**config.mk**
```make
export PLATFORM = sky130hd
export DESIGN_NAME = counter_nbit_flat
export DESIGN_NICKNAME = d
export VERILOG_FILES = /design/src/rtl/counter_nbit_if.sv /design/src/rtl/counter_nbit.sv /design/src/flat_wrapper.sv
export SDC_FILE = /design/constraint.sdc
export NUM_CORES = 1
export LEC_CHECK = 0
export ABC_CLOCK_PERIOD_IN_PS = 3120
export CAP_MARGIN = 20
export CORE_MARGIN = 2
export CORE_UTILIZATION = 40
export DETAILED_ROUTE_END_ITERATION = 8
export PLACE_DENSITY = 0.68
export REMOVE_ABC_BUFFERS = 1
export SLEW_MARGIN = 20
export SYNTH_ARGS = -nofsm -noshare
export SYNTH_HDL_FRONTEND = slang
export SYNTH_SLANG_ARGS = --single-unit
```
**constraint.sdc**
```tcl
create_clock -name clk -period 3.12 [get_ports clk]
set_input_delay 0.78 -clock clk [delete_from_list [all_inputs] [get_ports clk]]
set_output_delay 0.78 -clock clk [all_outputs]
set_load 0.02 [all_outputs]
```
**src/rtl/counter_nbit_if.sv**
```systemverilog
// Handshake bundle for counter_nbit: control inputs in, registered count/overflow out.
// The load signals exist only when COUNTER_LOAD_EN is defined.
interface counter_nbit_if #(
  parameter int N = 8
);
  logic         count_en;
  logic         count_clr;
  logic         count_dir;
`ifdef COUNTER_LOAD_EN
  logic         count_load;
  logic [N-1:0] load_val;
`endif
  logic [N-1:0] count;
  logic         overflow;

  modport master (
`ifdef COUNTER_LOAD_EN
    output count_load,
    output load_val,
`endif
    output count_en,
    output count_clr,
    output count_dir,
    input  count,
    input  overflow
  );

  modport slave (
`ifdef COUNTER_LOAD_EN
    input  count_load,
    input  load_val,
`endif
    input  count_en,
    input  count_clr,
    input  count_dir,
    output count,
    output overflow
  );
endinterface

```
**src/rtl/counter_nbit.sv**
```systemverilog
// N-bit up/down wrapping counter with a one-cycle overflow pulse on each wrap.
// Optional parallel load is enabled by defining COUNTER_LOAD_EN.
module counter_nbit #(
  parameter int N = 8
) (
  input  logic           clk,
  input  logic           rst,
  counter_nbit_if.slave  bus
);

  logic [N-1:0] count_r;
  logic         overflow_r;
  logic [N-1:0] count_next_s;
  logic         overflow_next_s;

  // Next-state selection in priority order: clear, load, step, hold.
  always_comb begin
    count_next_s    = count_r;
    overflow_next_s = 1'b0;
    if (bus.count_clr) begin
      count_next_s    = {N{1'b0}};
      overflow_next_s = 1'b0;
    end
`ifdef COUNTER_LOAD_EN
    else if (bus.count_load) begin
      count_next_s    = bus.load_val;
      overflow_next_s = 1'b0;
    end
`endif
    else if (bus.count_en) begin
      if (bus.count_dir) begin
        count_next_s    = count_r + {{(N-1){1'b0}}, 1'b1};
        overflow_next_s = (count_r == {N{1'b1}});
      end else begin
        count_next_s    = count_r - {{(N-1){1'b0}}, 1'b1};
        overflow_next_s = (count_r == {N{1'b0}});
      end
    end else begin
      count_next_s    = count_r;
      overflow_next_s = 1'b0;
    end
  end

  // State and output flops; reset overrides every other input.
  always_ff @(posedge clk) begin
    if (rst) begin
      count_r    <= {N{1'b0}};
      overflow_r <= 1'b0;
    end else begin
      count_r    <= count_next_s;
      overflow_r <= overflow_next_s;
    end
  end

  assign bus.count    = count_r;
  assign bus.overflow = overflow_r;

endmodule

```
**src/flat_wrapper.sv**
```systemverilog
// flat-port wrapper written by rule: the top's interface ports become plain ports
module counter_nbit_flat 
#(
  parameter int N = 8
)
  (clk, rst, bus_count_en, bus_count_clr, bus_count_dir, bus_count, bus_overflow);
  counter_nbit_if #(.N(N)) bus_i ();
  input  logic clk;
  input  logic rst;
  input wire logic [$bits(bus_i.count_en)-1:0] bus_count_en;
  input wire logic [$bits(bus_i.count_clr)-1:0] bus_count_clr;
  input wire logic [$bits(bus_i.count_dir)-1:0] bus_count_dir;
  output wire logic [$bits(bus_i.count)-1:0] bus_count;
  output wire logic [$bits(bus_i.overflow)-1:0] bus_overflow;
  assign bus_i.count_en = bus_count_en;
  assign bus_i.count_clr = bus_count_clr;
  assign bus_i.count_dir = bus_count_dir;
  assign bus_count = bus_i.count;
  assign bus_overflow = bus_i.overflow;
  counter_nbit #(.N(N)) u_core (.clk(clk), .rst(rst), .bus(bus_i));
endmodule
```
; Word level (Yosys, flattened, before mapping)
; Cells that the tools add are included.
[word_totals]
register_bits = 9
output_inout_bits = 9
[op_classes]
n_addsub = 2
n_eq_ne = 1
n_mux = 2
bitwise = 1
reduce_logical = 3
[op_table]
columns = cell, count
row1 = "adder 8 x 1 -> 8 bit, second input constant", 1
row2 = "equality test 8 bit, second input constant", 1
row3 = zero test 8 bit, 1
row4 = 2-to-1 mux 8 bit, 1
row5 = "subtractor 8 x 1 -> 8 bit, second input constant", 1
row6 = OR reduction 3 bit, 1
row7 = OR reduction 2 bit, 1
row8 = 2-to-1 mux 1 bit, 1
row9 = NOT 1 bit, 1

; Logic depth before layout (Yosys ltp)
; Gate-level depths: netlist of run 1.
[logic_depth]
ltp_word = 2
ltp_mapped = 7
depth_no_buf = 7

; Worst setup path after synthesis of run 1
; No wires, ideal clock.
[synth_timing]
path_type = input to register
from = input port bus_count_dir
to = register u_core.count_r[7], in the netlist u_core.bus.count[7]
arrival_time_ns = 1.977
slack_ns = 1.015
path_stages = 7
n_path_buf = 0
cell_sequence = inv_1 > ha_1 > a21oi_1 > o21ai_0 > o211a_1 > o21ai_0 > o31ai_1
[synth_between]
elab_chain_cells = 1
[synth_rtl]
columns = element, line_no
row1 = from (decl), flat_wrapper.sv:12  ; input wire logic [$bits(bus_i.count_dir)-1:0] bus_count_dir;
row2 = 2-to-1 mux 8 bit, counter_nbit.sv:31  ; if (bus.count_dir) begin
row3 = to (signal assigned), counter_nbit.sv:47  ; count_r <= {N{1'b0}};
row4 = to (signal assigned), counter_nbit.sv:50  ; count_r <= count_next_s;
row5 = to (decl), counter_nbit.sv:11  ; logic [N-1:0] count_r;
; No other way between the ends.
; A chain may end at the register's enable or synchronous reset.

; Final worst setup path of run 1
; Ends and elaborated chain as after synthesis.

==> flow_summary_export.csv, run 1 <==
group,metric,value,unit
route,vias_per_cell,5.590,
clock_network,cts_setup_buffers,0,
yosys,ys_warn_count,0,
critical_path,path_max_fanout,7,
critical_path,cp_slowest_stage_delay,0.55,ns
timing,max_freq,0.3901,GHz
critical_path,end_kind,"flip-flop",
power_and_ir_drop,power.leakage,0.0003219,uW
critical_path,crit_buf_inv,2,
clock_network,htreeDepth,1,
route,drt_iter0_markers,8,
route,dr_total_vias,587,
yosys,syn_inst,73,
yosys,ys_types,25,
hold_path,hp-class,"reg -> reg",
timing,tightest_slew,0.3298,ns
global_routing,grt.overflow.total,0,
route,first_pass_iters,4,
final_layout,finalNetCount,102,
placed_design,io_buffers,13,
floorplan,dieArea,1876,sq um
route,ant_nets,0,
final_layout,seq_area,180.2,sq um
clock_network,path_clk_slew,0.06,ns
floorplan,rows,14,
timing,clock_skew,0.003855,ns
final_layout,drive_gt1_share,10.11,%
timing,fin_hold_ws,0.5060,ns
final_layout,fillerInstances,149,
global_routing,grt_pass1_vias,531,
timing,rsz0062_at_grt,"false",
clock_network,cts_max_path_buffers,2,
critical_path,arrival,2.72,ns
clock_network,holdBufCountCts,0,
yosys,synth_area,618.1,sq um
critical_path,ff2ff_setup_slack,1.35,ns
timing,hold_viol,0,
status,outcome,"finished clean",
final_layout,fin_util,54.08,%
timing,period_minus_slack,2.564,ns
power_and_ir_drop,worst_ir_drop_vdd,0.0001728,V
timing,finalCritPeriodShare,82.17,%
clock_network,cts_tree,"yes",
timing,tns,0,ns
timing,finalSetupViolations,0,
final_layout,antenna_cells,0,
hold_path,whs_path_depth,2,
route,wl_per_cell,13.01,um
critical_path,reg2regPathDepth,6,
hold_path,worstHoldEndpoint,"u_core.bus.count[7]",
timing,slew_violations,0,
critical_path,start_kind,"input pin",
floorplan,start_util,42.01,%
global_routing,grt_pass1_wl,2.359,mm
placed_design,hpwl,1.069,mm
clock_network,post_cts_resize_count,0,
clock_network,cts_num_sinks,9,
critical_path,cp_slowest_cell,"clkdlybuf4s50_1",
route,drcViolationCount,0,
floorplan,coreArea,1471,sq um
timing,maxSlewHeadroom,77.88,%
floorplan,die_width,43.31,um
power_and_ir_drop,power.density,381.6,nW/um^2
yosys,ys_seq_area_share,29.15,%
global_routing,grt_max_degree,11,
floorplan,io_pins,14,
placed_design,place_congestion,0.8237,
yosys,ys_ff_latch,9,
yosys,syn_area_per_cell,8.467,sq um
critical_path,crit_type,"in -> reg",
route,drt-total-wl,1.366,mm
final_layout,multi_input_area,419.2,sq um
clock_network,cts-buffers-inserted,3,
clock_network,clk_latency,0.27,ns
global_routing,gr-usage-all-layers,17.30,%
run,cap_violations,0,
critical_path,worstPathCellList,"clkdlybuf4s50_1, inv_1, ha_1, a21oi_1, a211oi_1, o211a_1, o21ai_0, o31ai_1",
critical_path,crit_family,"compound AO/OA/AOI/OAI gates",
critical_path,cp.required,3.28,ns
global_routing,antenna_found_initial,0,
critical_path,timing.rr.start,"u_core.bus.count[0]",
hold_path,min_from,"u_core.bus.count[7]",
floorplan,die_y,43.31,um
critical_path,r2r_end,"u_core.bus.count[6]",
final_layout,area_growth,28.74,%
clock_network,root_buffer,"clkbuf_4",
final_layout,final_cell_mix,"clkdlybuf4s50_1, dfxtp_1, nor2_1",
final_layout,final_common_cell,"clkdlybuf4s50_1",
==> per-stage QoR <==
stage	total power (uW)	setup slack, ns	area [sq um]	cells
after floorplan	180.7	1.015	610.6	71
after global placement	209.8	0.2926	768.2	101
after detailed placement	210.5	0.2766	768.2	101
after CTS	303.5	0.5582	795.8	105
after global routing	318.2	0.4085	795.8	105
final	303.7	0.5563	795.8	105
==> where the power goes <==
part / total, uW / switching (uW) / internal, uW
clock: 96.0 / 48.4 / 47.6
combinational: 79.6 / 41.0 / 38.5
sequential: 128 / 7.75 / 120
total: 304 / 97.2 / 206
==> how the worst max path moves through the flow <==
stage | slack (ns) | end | start | cells after the start
2_1_floorplan | 1.02 | u_core.bus.count[7] | bus_count_dir | 7
5_1_grt | 0.41 | u_core.bus.count[7] | bus_count_dir | 8
3_5_place_dp | 0.28 | u_core.bus.count[6] | bus_count_dir | 8
3_3_place_gp | 0.29 | u_core.bus.count[6] | bus_count_dir | 8
4_1_cts | 0.56 | u_core.bus.count[6] | bus_count_dir | 8
6_report | 0.56 | u_core.bus.count[7] | bus_count_dir | 8
==> cell usage after synthesis (all sizes together) <==
cell type | number | area [sq um]
a211oi | 2 | 15.01
a21o | 1 | 8.760
a21oi | 4 | 20.02
a31oi | 2 | 12.51
and2 | 1 | 8.760
clkbuf | 2 | 7.510
dfxtp | 9 | 180.2
fa | 1 | 20.02
ha | 6 | 75.07
inv | 3 | 11.26
mux2i | 3 | 30.03
nand2 | 6 | 22.52
nand3 | 2 | 10.01
nand4 | 2 | 12.51
nand4b | 2 | 17.52
nor2 | 7 | 26.28
nor3 | 3 | 15.01
nor4 | 3 | 18.77
o211a | 1 | 10.01
o211ai | 1 | 7.510
o21ai | 4 | 23.77
o31ai | 2 | 15.01
or2 | 1 | 6.260
xnor2 | 5 | 43.79
==> layout make-up <==
type / count / area share [%]
inverter: 3 / 1.415
timing repair buffer: 14 / 17.30
clock buffer: 3 / 2.830
tap: 16 / 2.516
sequential: 9 / 22.64
multi-input combinational: 59 / 52.67
clock inverter: 1 / 0.6289
==> metal layers <==
metal | track usage (%) | wire, um | vias to the layer above
li1 | - | - | 304
met1 | 21.50 | 668 | 267
met2 | 26.27 | 606 | 11
met3 | 2.553 | 39 | 5
met4 | 13.94 | 51 | 0
met5 | 0 | 0 | -
==> kinds of logic after synthesis <==
logic type / after synthesis / share of synthesized area (%)
and+or+nand+nor: 27 / 22.27
AOI/OAI and AO/OA: 17 / 18.22
DFF: 9 / 29.15
adders and majority gates: 7 / 15.38
xor gates and xnor gates: 5 / 7.085
buffers and inverters: 5 / 3.037
muxes: 3 / 4.858
==> registers in the layout, indices dropped and copies added (netlist names) <==
| signal | cells |
|---|---|
| u_core.bus.overflow | 1 |
| u_core.bus.count | 8 |
==> worst register-to-register path: cells and delay by family (launching register included) <==
kind	cells	cell delay [ns]
adder cells (fa/ha/maj)	1	0.47
flip-flops	1	0.38
AND/OR/NAND/NOR	1	0.12
AO/OA/AOI/OAI	4	0.67
Power figures use the tool's default switching activity.
==> run 2, diff against run 1 <==
ABC_CLOCK_PERIOD_IN_PS = 2500   (was 3120)
clock period = 2.5 ns   (was 3.12 ns; I/O delays follow)
==> run 2 against run 1 <==
  * Critical path depth rose by 1
  * Setup slack got worse by 0.35 ns
  * First-iteration DRC count rose by 38%
  * Critical path type unchanged
==> flow_summary_export.csv, run 2 (synthesis gave the netlist of run 1 again) <==
group,metric,value,unit
status,outcome,"finished clean",
critical_path,cp.required,2.70,ns
placed_design,io_buffers,13,
route,first_pass_iters,4,
critical_path,end_kind,"flip-flop",
global_routing,gr-usage-all-layers,15.58,%
floorplan,io_pins,14,
route,dr_total_vias,636,
final_layout,area_growth,40.69,%
route,wl_per_cell,12.55,um
timing,tightest_slew,0.3456,ns
final_layout,final_common_cell,"clkdlybuf4s50_1",
route,drt-total-wl,1.443,mm
clock_network,htreeDepth,1,
floorplan,start_util,42.01,%
global_routing,grt_pass1_wl,2.208,mm
route,vias_per_cell,5.530,
timing,fin_hold_ws,0.5076,ns
placed_design,place_congestion,0.8039,
route,drcViolationCount,0,
route,ant_nets,0,
floorplan,die_y,43.31,um
clock_network,cts_max_path_buffers,2,
power_and_ir_drop,worst_ir_drop_vdd,0.0001533,V
critical_path,worstPathCellList,"clkdlybuf4s50_1, inv_1, fa_1, a21o_2, a21oi_1, buf_4, xnor2_1, mux2i_1, nor2_1",
timing,fin_ws,0.2062,ns
timing,slew_violations,0,
clock_network,path_clk_slew,0.06,ns
final_layout,fin_util,59.10,%
hold_path,hp-class,"reg -> reg",
clock_network,root_buffer,"clkbuf_4",
run,cap_violations,0,
global_routing,grt_pass1_vias,499,
clock_network,holdBufCountCts,0,
placed_design,hpwl,1.141,mm
timing,period_minus_slack,2.294,ns
clock_network,cts-buffers-inserted,3,
timing,rsz0062_at_grt,"false",
placed_design,dp_worst_setup_slack,-0.04828,ns
power_and_ir_drop,power.density,449.3,nW/um^2
clock_network,post_cts_resize_count,0,
critical_path,crit_type,"in -> reg",
floorplan,rows,14,
final_layout,final_cell_mix,"clkdlybuf4s50_1, buf_4, dfxtp_1",
timing,maxSlewHeadroom,76.88,%
global_routing,grt_max_degree,11,
floorplan,coreArea,1471,sq um
timing,hold_viol,0,
critical_path,cp_slowest_stage_delay,0.48,ns
final_layout,antenna_cells,0,
critical_path,start_kind,"input pin",
floorplan,dieArea,1876,sq um
critical_path,arrival,2.50,ns
timing,finalSetupViolations,0,
power_and_ir_drop,p_total,390.7,uW
route,drt_iter0_markers,11,
global_routing,grt.overflow.total,0,
clock_network,cts_num_sinks,9,
clock_network,clk_latency,0.26,ns
timing,clock_skew,0.003706,ns
clock_network,cts_setup_buffers,0,
final_layout,fillerInstances,132,
global_routing,antenna_found_initial,0,
critical_path,cp_slowest_cell,"clkdlybuf4s50_1",
final_layout,largest_reg_flops,8,
timing,max_freq,0.4360,GHz
final_layout,finalNetCount,112,
final_layout,drive_gt1_share,18.18,%
timing,finalCritPeriodShare,91.75,%
power_and_ir_drop,power.leakage,0.0003662,uW
floorplan,die_width,43.31,um
clock_network,cts_tree,"yes",
critical_path,path_max_fanout,7,
[run 2: report_power, final]
group | internal, uW | switching (uW)
Combinational | 62.6 | 55.3
Clock | 61.5 | 50.5
Sequential | 150 | 10.6
Total | 274 | 116
[run 2: layer usage]
| metal | wire (um) | vias up | GRT usage (%) |
|---|---|---|---|
| li1 | - | 324 | - |
| met5 | 0 | - | 0 |
| met4 | 39 | 0 | 9.091 |
| met1 | 749 | 294 | 21.56 |
| met3 | 27 | 4 | 1.277 |
| met2 | 627 | 14 | 23.58 |
[run 2: path summary, 6_finish.rpt]
check / startpoint / end / slack [ns] / depth (start not counted)
min reg2reg: u_core.bus.count[7] / u_core.bus.count[7] / 0.51 / 2
max: bus_count_dir / u_core.bus.count[4] / 0.21 / 9
max reg2reg: u_core.bus.count[0] / u_core.bus.count[4] / 0.76 / 7
min: u_core.bus.count[7] / u_core.bus.count[7] / 0.51 / 2
[run 2: area by class of cell]
| type | count | area, sq um | share of cell area [%] |
|---|---|---|---|
| Clock buffer | 4 | 26.28 | 3.022 |
| Inverter | 3 | 11.26 | 1.295 |
| Multi-Input combinational cell | 59 | 419.2 | 48.20 |
| Sequential cell | 9 | 180.2 | 20.72 |
| Tap cell | 16 | 20.02 | 2.302 |
| Timing Repair Buffer | 24 | 212.7 | 24.46 |
[run 2: metrics by stage]
| stage | std cells | TNS (ns) | cell area (sq um) |
|---|---|---|---|
| global route | 115 | 0 | 869.6 |
| global placement | 111 | -0.1026 | 843.3 |
| CTS | 115 | 0 | 869.6 |
| detailed placement | 111 | -0.1026 | 843.3 |
| floorplan | 71 | 0 | 610.6 |
| finish | 115 | 0 | 869.6 |
[run 2: critical path, delay by kind of cell]
| kind | cells | cell delay (ns) |
|---|---|---|
| AOI/OAI and AO/OA | 2 | 0.39 |
| and+or+nand+nor | 1 | 0.08 |
| buffers and inverters | 3 | 0.76 |
| adders and majority gates | 1 | 0.42 |
| muxes | 1 | 0.10 |
| xor gates and xnor gates | 1 | 0.13 |
==> run 3, diff against run 2 <==
CAP_MARGIN = unset   (was 20)
==> results of run 3 <==
The final DEF is identical to that of run 2; final timing and power are the same.
